File: src/rtl/jerk_profile_gen_mc_if.sv
// Segment command stream into the multi-axis jerk profile generator.
// Carries one segment per valid/ready handshake: a duration in acc_steps and one jerk per axis.
// master = planner side (drives valid/len/j), slave = generator side (drives ready).
interface jerk_profile_gen_mc_if #(
    parameter int N_AXES = 4,
    parameter int V_W    = 32,
    parameter int LEN_W  = 24
);
    logic                    seg_valid;
    logic                    seg_ready;
    logic [LEN_W-1:0]        seg_len;
    logic [N_AXES*V_W-1:0]   seg_j;

    modport master (output seg_valid, output seg_len, output seg_j, input  seg_ready);
    modport slave  (input  seg_valid, input  seg_len, input  seg_j, output seg_ready);
endinterface

File: src/rtl/jerk_profile_gen_mc.sv
// Multi-axis jerk-limited x/v/a/j profile integrator with one-deep segment shadow and controlled abort.
// Latency: integrator outputs and step/dir/pulses are registered, visible the cycle after the acc_step edge.
// Backpressure: seg_ready drops while the shadow is full, in ABORT, or while abort is asserted.
//
// Ports: clk, reset_n (async active-low); acc_step integration tick; seg (slave modport: seg_valid,
//   seg_ready, seg_len, seg_j); preset/x_val position load (IDLE only); abort level + abort_a
//   per-axis decel magnitude; x/v/a state outputs; step/dir per axis; busy, seg_done, stopped, underrun.
// Optional: define JPG_VMAX_CLAMP_EN to clamp |v| to V_MAX during RUN.
module jerk_profile_gen_mc #(
    parameter int              N_AXES   = 4,
    parameter int              X_W      = 64,
    parameter int              V_W      = 32,
    parameter int              LEN_W    = 24,
    parameter int              STEP_BIT = 32,
    parameter logic [V_W-1:0]  V_MAX    = 32'h3FFF_FFFF
) (
    input  logic                     clk,
    input  logic                     reset_n,
    input  logic                     acc_step,
    jerk_profile_gen_mc_if.slave     seg,
    input  logic                     preset,
    input  logic [N_AXES*X_W-1:0]    x_val,
    input  logic                     abort,
    input  logic [N_AXES*V_W-1:0]    abort_a,
    output logic [N_AXES*X_W-1:0]    x,
    output logic [N_AXES*V_W-1:0]    v,
    output logic [N_AXES*V_W-1:0]    a,
    output logic [N_AXES-1:0]        step,
    output logic [N_AXES-1:0]        dir,
    output logic                     busy,
    output logic                     seg_done,
    output logic                     stopped,
    output logic                     underrun
);

`ifdef JPG_VMAX_CLAMP_EN
    localparam bit CLAMP_EN = 1'b1;
`else
    localparam bit CLAMP_EN = 1'b0;
`endif

    localparam logic signed [V_W-1:0] V_LIM = $signed(V_MAX);

    typedef enum logic [1:0] {
        S_IDLE  = 2'd0,
        S_RUN   = 2'd1,
        S_ABORT = 2'd2
    } state_t;

    state_t state_q, state_d;

    // Integrator state and next values.
    logic signed [X_W-1:0] x_q   [N_AXES];
    logic signed [X_W-1:0] x_d   [N_AXES];
    logic signed [V_W-1:0] v_q   [N_AXES];
    logic signed [V_W-1:0] v_d   [N_AXES];
    logic signed [V_W-1:0] a_q   [N_AXES];
    logic signed [V_W-1:0] a_d   [N_AXES];
    logic signed [V_W-1:0] j_q   [N_AXES];
    logic signed [V_W-1:0] j_d   [N_AXES];

    // Candidate updates for the two motion modes, computed every cycle.
    logic signed [X_W-1:0] run_x [N_AXES];
    logic signed [V_W-1:0] run_v [N_AXES];
    logic signed [V_W-1:0] run_a [N_AXES];
    logic signed [V_W-1:0] abt_v [N_AXES];
    logic signed [V_W-1:0] abt_a [N_AXES];
    logic [N_AXES-1:0]     run_clamp;
    logic                  run_v_zero;
    logic                  abt_v_zero;

    // Active segment counter and shadow entry.
    logic [LEN_W-1:0]      cnt_q, cnt_d;
    logic                  sh_full_q, sh_full_d;
    logic [LEN_W-1:0]      sh_len_q, sh_len_d;
    logic signed [V_W-1:0] sh_j_q [N_AXES];
    logic signed [V_W-1:0] sh_j_d [N_AXES];

    logic                  rdy_en_q;
    logic                  abort_hold_q, abort_hold_d;
    logic                  underrun_q, underrun_d;
    logic                  seg_done_q, seg_done_d;
    logic                  stopped_q, stopped_d;
    logic [N_AXES-1:0]     step_q, step_d;
    logic [N_AXES-1:0]     dir_q, dir_d;

    logic                  seg_hs;
    logic                  seg_live;

    // rdy_en_q keeps ready low while reset is asserted and for the release cycle.
    assign seg.seg_ready = rdy_en_q && !sh_full_q && (state_q != S_ABORT) && !abort;
    assign seg_hs        = seg.seg_valid && seg.seg_ready;
    // Zero-length segments complete the handshake but are never stored.
    assign seg_live      = seg_hs && (seg.seg_len != '0);

    // Per-axis candidate updates; all use the old v and a.
    always_comb begin
        run_v_zero = 1'b1;
        abt_v_zero = 1'b1;
        run_clamp  = '0;
        for (int k = 0; k < N_AXES; k++) begin
            run_x[k] = x_q[k] + X_W'(v_q[k]) + X_W'(a_q[k] >>> 1);
            run_v[k] = v_q[k] + a_q[k] + (j_q[k] >>> 1);
            run_a[k] = a_q[k] + j_q[k];
            if (CLAMP_EN) begin
                if (run_v[k] > V_LIM) begin
                    run_v[k]     = V_LIM;
                    run_clamp[k] = 1'b1;
                end else if (run_v[k] < -V_LIM) begin
                    run_v[k]     = -V_LIM;
                    run_clamp[k] = 1'b1;
                end
            end
            // Deceleration toward zero; the last partial step lands exactly on v=0.
            if (v_q[k] > $signed(abort_a[k*V_W +: V_W])) begin
                abt_v[k] = v_q[k] - $signed(abort_a[k*V_W +: V_W]);
                abt_a[k] = -$signed(abort_a[k*V_W +: V_W]);
            end else if (v_q[k] >= -$signed(abort_a[k*V_W +: V_W])) begin
                abt_v[k] = '0;
                abt_a[k] = -v_q[k];
            end else begin
                abt_v[k] = v_q[k] + $signed(abort_a[k*V_W +: V_W]);
                abt_a[k] = $signed(abort_a[k*V_W +: V_W]);
            end
            if (run_v[k] != '0) run_v_zero = 1'b0;
            if (abt_v[k] != '0) abt_v_zero = 1'b0;
        end
    end

    // Next-state and datapath control.
    always_comb begin
        state_d    = state_q;
        cnt_d      = cnt_q;
        sh_full_d  = sh_full_q;
        sh_len_d   = sh_len_q;
        underrun_d = underrun_q;
        seg_done_d = 1'b0;
        stopped_d  = 1'b0;
        step_d     = '0;
        dir_d      = dir_q;
        for (int k = 0; k < N_AXES; k++) begin
            x_d[k]    = x_q[k];
            v_d[k]    = v_q[k];
            a_d[k]    = a_q[k];
            j_d[k]    = j_q[k];
            sh_j_d[k] = sh_j_q[k];
        end

        unique case (state_q)
            S_IDLE: begin
                if (preset && !acc_step) begin
                    for (int k = 0; k < N_AXES; k++) begin
                        x_d[k] = $signed(x_val[k*X_W +: X_W]);
                        a_d[k] = '0;
                        j_d[k] = '0;
                    end
                    underrun_d = 1'b0;
                end
                // abort_hold_q stops a held abort from re-entering ABORT after it already stopped.
                if (abort && !abort_hold_q) begin
                    state_d   = S_ABORT;
                    sh_full_d = 1'b0;
                    for (int k = 0; k < N_AXES; k++) j_d[k] = '0;
                end else if (seg_live) begin
                    cnt_d   = seg.seg_len;
                    state_d = S_RUN;
                    for (int k = 0; k < N_AXES; k++) j_d[k] = $signed(seg.seg_j[k*V_W +: V_W]);
                end
            end

            S_RUN: begin
                if (acc_step) begin
                    cnt_d = cnt_q - LEN_W'(1);
                    for (int k = 0; k < N_AXES; k++) begin
                        x_d[k] = run_x[k];
                        v_d[k] = run_v[k];
                        a_d[k] = run_clamp[k] ? '0 : run_a[k];
                        if (run_clamp[k]) j_d[k] = '0;
                    end
                end
                if (abort) begin
                    // Abort wins over completion/promotion on the same cycle.
                    state_d   = S_ABORT;
                    sh_full_d = 1'b0;
                    for (int k = 0; k < N_AXES; k++) j_d[k] = '0;
                end else if (acc_step && (cnt_q == LEN_W'(1))) begin
                    seg_done_d = 1'b1;
                    if (sh_full_q) begin
                        cnt_d     = sh_len_q;
                        sh_full_d = 1'b0;
                        for (int k = 0; k < N_AXES; k++) j_d[k] = sh_j_q[k];
                    end else if (run_v_zero) begin
                        state_d = S_IDLE;
                    end else begin
                        underrun_d = 1'b1;
                        state_d    = S_ABORT;
                        for (int k = 0; k < N_AXES; k++) j_d[k] = '0;
                    end
                end
                if (seg_live) begin
                    sh_full_d = 1'b1;
                    sh_len_d  = seg.seg_len;
                    for (int k = 0; k < N_AXES; k++) sh_j_d[k] = $signed(seg.seg_j[k*V_W +: V_W]);
                end
            end

            S_ABORT: begin
                sh_full_d = 1'b0;
                for (int k = 0; k < N_AXES; k++) j_d[k] = '0;
                if (acc_step) begin
                    for (int k = 0; k < N_AXES; k++) begin
                        x_d[k] = run_x[k];
                        v_d[k] = abt_v[k];
                        a_d[k] = abt_a[k];
                    end
                    if (abt_v_zero) begin
                        stopped_d = 1'b1;
                        state_d   = S_IDLE;
                    end
                end
            end

            default: state_d = S_IDLE;
        endcase

        // Steps come only from motion ticks, never from a preset load.
        for (int k = 0; k < N_AXES; k++) begin
            if ((state_q != S_IDLE) && acc_step && (x_d[k][STEP_BIT] != x_q[k][STEP_BIT])) begin
                step_d[k] = 1'b1;
                dir_d[k]  = (v_q[k] > 0);
            end
        end

        abort_hold_d = abort && (abort_hold_q || stopped_d);
    end

    always_ff @(posedge clk or negedge reset_n) begin
        if (!reset_n) begin
            state_q      <= S_IDLE;
            cnt_q        <= '0;
            sh_full_q    <= 1'b0;
            sh_len_q     <= '0;
            rdy_en_q     <= 1'b0;
            abort_hold_q <= 1'b0;
            underrun_q   <= 1'b0;
            seg_done_q   <= 1'b0;
            stopped_q    <= 1'b0;
            step_q       <= '0;
            dir_q        <= '0;
            for (int k = 0; k < N_AXES; k++) begin
                x_q[k]    <= '0;
                v_q[k]    <= '0;
                a_q[k]    <= '0;
                j_q[k]    <= '0;
                sh_j_q[k] <= '0;
            end
        end else begin
            state_q      <= state_d;
            cnt_q        <= cnt_d;
            sh_full_q    <= sh_full_d;
            sh_len_q     <= sh_len_d;
            rdy_en_q     <= 1'b1;
            abort_hold_q <= abort_hold_d;
            underrun_q   <= underrun_d;
            seg_done_q   <= seg_done_d;
            stopped_q    <= stopped_d;
            step_q       <= step_d;
            dir_q        <= dir_d;
            for (int k = 0; k < N_AXES; k++) begin
                x_q[k]    <= x_d[k];
                v_q[k]    <= v_d[k];
                a_q[k]    <= a_d[k];
                j_q[k]    <= j_d[k];
                sh_j_q[k] <= sh_j_d[k];
            end
        end
    end

    always_comb begin
        x = '0;
        v = '0;
        a = '0;
        for (int k = 0; k < N_AXES; k++) begin
            x[k*X_W +: X_W] = x_q[k];
            v[k*V_W +: V_W] = v_q[k];
            a[k*V_W +: V_W] = a_q[k];
        end
    end

    assign step     = step_q;
    assign dir      = dir_q;
    assign busy     = (state_q != S_IDLE);
    assign seg_done = seg_done_q;
    assign stopped  = stopped_q;
    assign underrun = underrun_q;

endmodule

File: src/flat_wrapper.sv
// flat-port wrapper written by rule: the top's interface ports become plain ports
module jerk_profile_gen_mc_flat 
#(
    parameter int              N_AXES   = 4,
    parameter int              X_W      = 64,
    parameter int              V_W      = 32,
    parameter int              LEN_W    = 24,
    parameter int              STEP_BIT = 32,
    parameter logic [V_W-1:0]  V_MAX    = 32'h3FFF_FFFF
)
  (clk, reset_n, acc_step, preset, x_val, abort, abort_a, x, v, a, step, dir, busy, seg_done, stopped, underrun, seg_seg_valid, seg_seg_len, seg_seg_j, seg_seg_ready);
  jerk_profile_gen_mc_if #(.N_AXES(N_AXES), .V_W(V_W), .LEN_W(LEN_W)) seg_i ();
  input  logic clk;
  input  logic reset_n;
  input  logic acc_step;
  input  logic preset;
  input  logic [N_AXES*X_W-1:0] x_val;
  input  logic abort;
  input  logic [N_AXES*V_W-1:0] abort_a;
  output logic [N_AXES*X_W-1:0] x;
  output logic [N_AXES*V_W-1:0] v;
  output logic [N_AXES*V_W-1:0] a;
  output logic [N_AXES-1:0] step;
  output logic [N_AXES-1:0] dir;
  output logic busy;
  output logic seg_done;
  output logic stopped;
  output logic underrun;
  input wire logic [$bits(seg_i.seg_valid)-1:0] seg_seg_valid;
  input wire logic [$bits(seg_i.seg_len)-1:0] seg_seg_len;
  input wire logic [$bits(seg_i.seg_j)-1:0] seg_seg_j;
  output wire logic [$bits(seg_i.seg_ready)-1:0] seg_seg_ready;
  assign seg_i.seg_valid = seg_seg_valid;
  assign seg_i.seg_len = seg_seg_len;
  assign seg_i.seg_j = seg_seg_j;
  assign seg_seg_ready = seg_i.seg_ready;
  jerk_profile_gen_mc #(.N_AXES(N_AXES), .X_W(X_W), .V_W(V_W), .LEN_W(LEN_W), .STEP_BIT(STEP_BIT), .V_MAX(V_MAX)) u_core (.clk(clk), .reset_n(reset_n), .acc_step(acc_step), .seg(seg_i), .preset(preset), .x_val(x_val), .abort(abort), .abort_a(abort_a), .x(x), .v(v), .a(a), .step(step), .dir(dir), .busy(busy), .seg_done(seg_done), .stopped(stopped), .underrun(underrun));
endmodule
File: config.mk
export PLATFORM = sky130hd
export DESIGN_NAME = jerk_profile_gen_mc_flat
export DESIGN_NICKNAME = d
export VERILOG_FILES = /design/src/rtl/jerk_profile_gen_mc_if.sv /design/src/rtl/jerk_profile_gen_mc.sv /design/src/flat_wrapper.sv
export SDC_FILE = /design/constraint.sdc
export NUM_CORES = 2
export LEC_CHECK = 0
export CORE_UTILIZATION = 35
export CTS_CLUSTER_SIZE = 12
export DETAILED_ROUTE_END_ITERATION = 6
export PLACE_DENSITY = 0.62
export SKIP_CTS_REPAIR_TIMING = 1
export SLEW_MARGIN = 10
export SYNTH_ARGS = -nofsm -noshare
export SYNTH_HDL_FRONTEND = slang
export SYNTH_SLANG_ARGS = --single-unit
File: constraint.sdc
create_clock -name clk -period 9.43 [get_ports clk]
set_input_delay 0.943 -clock clk [delete_from_list [all_inputs] [get_ports clk]]
set_output_delay 0.943 -clock clk [all_outputs]
set_load 0.01 [all_outputs]
==> summary.txt <==
Outcome
  • Status: complete, but fails checks
  • Violated checks: DRC

Global routing
  • Total track usage: 32.1%
  • Total congestion overflow: 0
  • Number of global-route vias before repair: 87100
  • Largest net degree at the start of global routing: 174
  • Initial antenna violation count: 117
  • First-pass GRT wire length: 632000 um

Cells and area
  • Area Growth Syn to Fin: 21.0%
  • Area of the multi-input gates: 68400 um^2
  • Fill count: 26500
  • Share of cells above drive strength 1: 7.64%
  • FF/Latch Area: 20800 um^2
  • Nets: 13600
  • Non-filler cells, final: 15400

Floorplan
  • Floorplan row count: 188
  • Die area: 267000 um^2
  • Initial Util: 35.3%
  • Core area: 263000 um^2
  • Die X: 517 um
  • Die H: 517 um
  • I/O Pins: 1067

Setup path
  • Worst r2r path cells: 19
  • CP startpoint kind: input port
  • Crit-path max cell delay: 820 ps
  • Crit. End Element: flop
  • Top delay family on crit path: simple AND/OR/NAND/NOR gates
  • Setup CP Type: input port to flop
  • Flop2flop setup slack: 1100 ps
  • Arrival time worst endpoint: 9680 ps
  • Buf/Inv on CP: 4
  • Crit path max fanout: 27
  • WP data required: 10160 ps
  • CP Depth: 28
  • Crit path max-delay cell type: nor4_1

Timing
  • Clock Skews: 50.0 ps
  • Setup TNS: 0 ps
  • Setup violations, final: 0
  • Hold Fails Final Rpt: 0
  • Fmax: 0.112 GHz
  • Max_slew headroom: 11.5%
  • Min cycle time layout: 8940 ps
  • Max Slew Vio Count: 0
  • RSZ-0062 raised after global routing: false
  • Worst slew pin tran: 1320 ps
  • Period utilization: 94.8%

Min path
  • Hold crit path type: input port to async pin

CTS
  • Clock sink count: 832
  • H-tree Lvls: 3
  • TritonCTS clock tree: built
  • Skew-Pair Late Insertion Delay: 830 ps
  • CTS Buf Count: 114
  • Clock slew at reported path FFs: 60 ps
  • Maximum buffer depth of the clock tree: 3
  • Clk Tree Root Cell: clkbuf_16

Logic synthesis
  • Share of flip-flops with an asynchronous set or reset: 100%
  • Cells after Synth: 10800
  • Distinct cell type count after synthesis: 96
  • Yosys Warn Count: 0
  • Sequential share of the synthesized area: 22.4%
  • Share of the synthesized area in the top cell type: 22.4%
  • Number of synthesized flops with an enable pin: 0
  • Mean Syn Cell Area: 8.58 um^2
  • Synth Flop Type: dfrtp_1
  • #FFs+latches synth: 832
  • Ranking of synthesized cells by area: dfrtp_1 22%, ha_1 12%, fa_1 8.5%
  • Most frequent cell after synthesis: nand2_1
  • Post-synth net total: 12600
  • Most frequent cells after synthesis: 978 x nand2_1, 898 x o21ai_0, 886 x ha_1, 870 x a21oi_1, 832 x dfrtp_1
  • Largest area contributor in the synthesized netlist: dfrtp_1
  • Mapped Area: 92700 um^2

Placed design
  • Detail Placement HPWL: 354000 um
  • Port bufs: 1066
  • Routability cong.: 1.03
  • Cells after DPL: 15200

Drt
  • Uppermost layer routed: met5
  • Vias per cell: 6.01
  • DRT Pass-1 Iters: 7
  • Final WL: 442000 um
  • DRC: 8
  • M1 WL: 186000 um
  • Wire per inst: 28.7 um
  • Met3 wire len: 38900 um
  • DR iter-0 viols: 9567
  • Post-DRT Antenna Nets: 0
  • Vias: 92800
  • WL met2: 196000 um

Power
  • PwrDens: 375 nW/um^2
  • Leakage: 50.7 nW
  • Max VDD drop: 0.294 mV

Flow run
  • Max-Cap Viols: 0
flip-flops by register name (all words and copies together) (netlist names):
name                 count
u_core.v               128
u_core.sh_full_q         1
u_core.x               256
u_core.state_q           2
u_core.sh_len_q         24
u_core.a               128
u_core.dir               4
u_core.step              4
u_core.rdy_en_q          1
u_core.stopped           1
u_core.seg_done          1
u_core.sh_j_q          128
u_core.abort_hold_q      1
u_core.cnt_q            24
u_core.underrun          1
u_core.j_q             128
metrics by stage:
stage	cell area [um^2]	hold WS (ps)	power, mW	setup WS [ps]	utilization, %
after floorplan	92700	464	24.4	2030	-
after global placement	108000	461	36.5	-205	41.1
after detailed placement	108000	462	36.5	-303	41.1
after CTS	112000	99.0	41.6	574	42.6
after global routing	112000	130	44.6	23.2	42.6
final	112000	100	42.1	488	42.7
cell type report:
type / count / share of cell area, %
Tap cell: 3515 / 3.92
Timing Repair Buffer: 1327 / 11.4
Clock inverter: 58 / 0.735
Antenna cell: 62 / 0.138
Inverter: 415 / 1.39
Multi-Input combinational cell: 9065 / 61.0
Sequential cell: 832 / 18.6
Clock buffer: 157 / 2.88
per-layer routing:
metal  up-vias  global-route usage, %
li1      42000                      -
met1     45600                   42.5
met2      4245                   50.1
met3       795                   7.10
met4        82                   13.8
met5         -                      0
report_power, final:
group,switching [mW],total [mW],internal (mW)
clock,2.01,4.85,2.84
sequential,1.64,6.39,4.75
combinational,19.7,30.8,11.1
worst paths after layout:
path | startpoint | endpoint
max | abort_a[66] | u_core.state_q[0]$_DFFE_PN0P_
min | reset_n | u_core.sh_j_q[73]$_DFFE_PN0P_
max reg2reg | u_core.v[1]$_DFFE_PN0P_ | u_core.j_q[101]$_DFFE_PN0P_
min reg2reg | u_core.v[15]$_DFFE_PN0P_ | u_core.v[15]$_DFFE_PN0P_
max in group asynchronous | reset_n | u_core.x[118]$_DFFE_PN0P_
min in group clk | u_core.v[15]$_DFFE_PN0P_ | u_core.v[15]$_DFFE_PN0P_
placed cells by master, fill, tap and decap left out, types with 217 or more instances in the layout:
cell and n:
xor2_1 248, xnor2_1 465, clkdlybuf4s50_1 1065, nor2_1 736, ha_1 884, nor3_1 217, buf_4 252, fa_1 396
a21oi_1 867, inv_1 412, a22oi_1 288, o21ai_0 893, nand2_1 970, a21o_1 312, dfrtp_1 824
logic make-up (layout without fill, tap and decap cells):
kind of cell,after synthesis,in the layout,synth area share [%]
mux,359,359,4.67
simple gates,2953,2953,14.9
other cells,1,63,0.00404
fa+ha+maj,1282,1282,20.5
compound gates,3756,3756,26.6
xor+xnor,714,714,6.74
flops,832,832,22.4
buf+inv,913,1957,4.06
worst reg2reg max path: cells and delay by family, from the launching register on:
family / cells / cell delay [ps]
buffers and inverters: 2 / 430
adders and majority gates: 3 / 1600
and+or+nand+nor: 12 / 4300
AOI/OAI and AO/OA: 1 / 540
muxes: 1 / 750
DFF: 1 / 620
(Power assumes the default switching activity.)
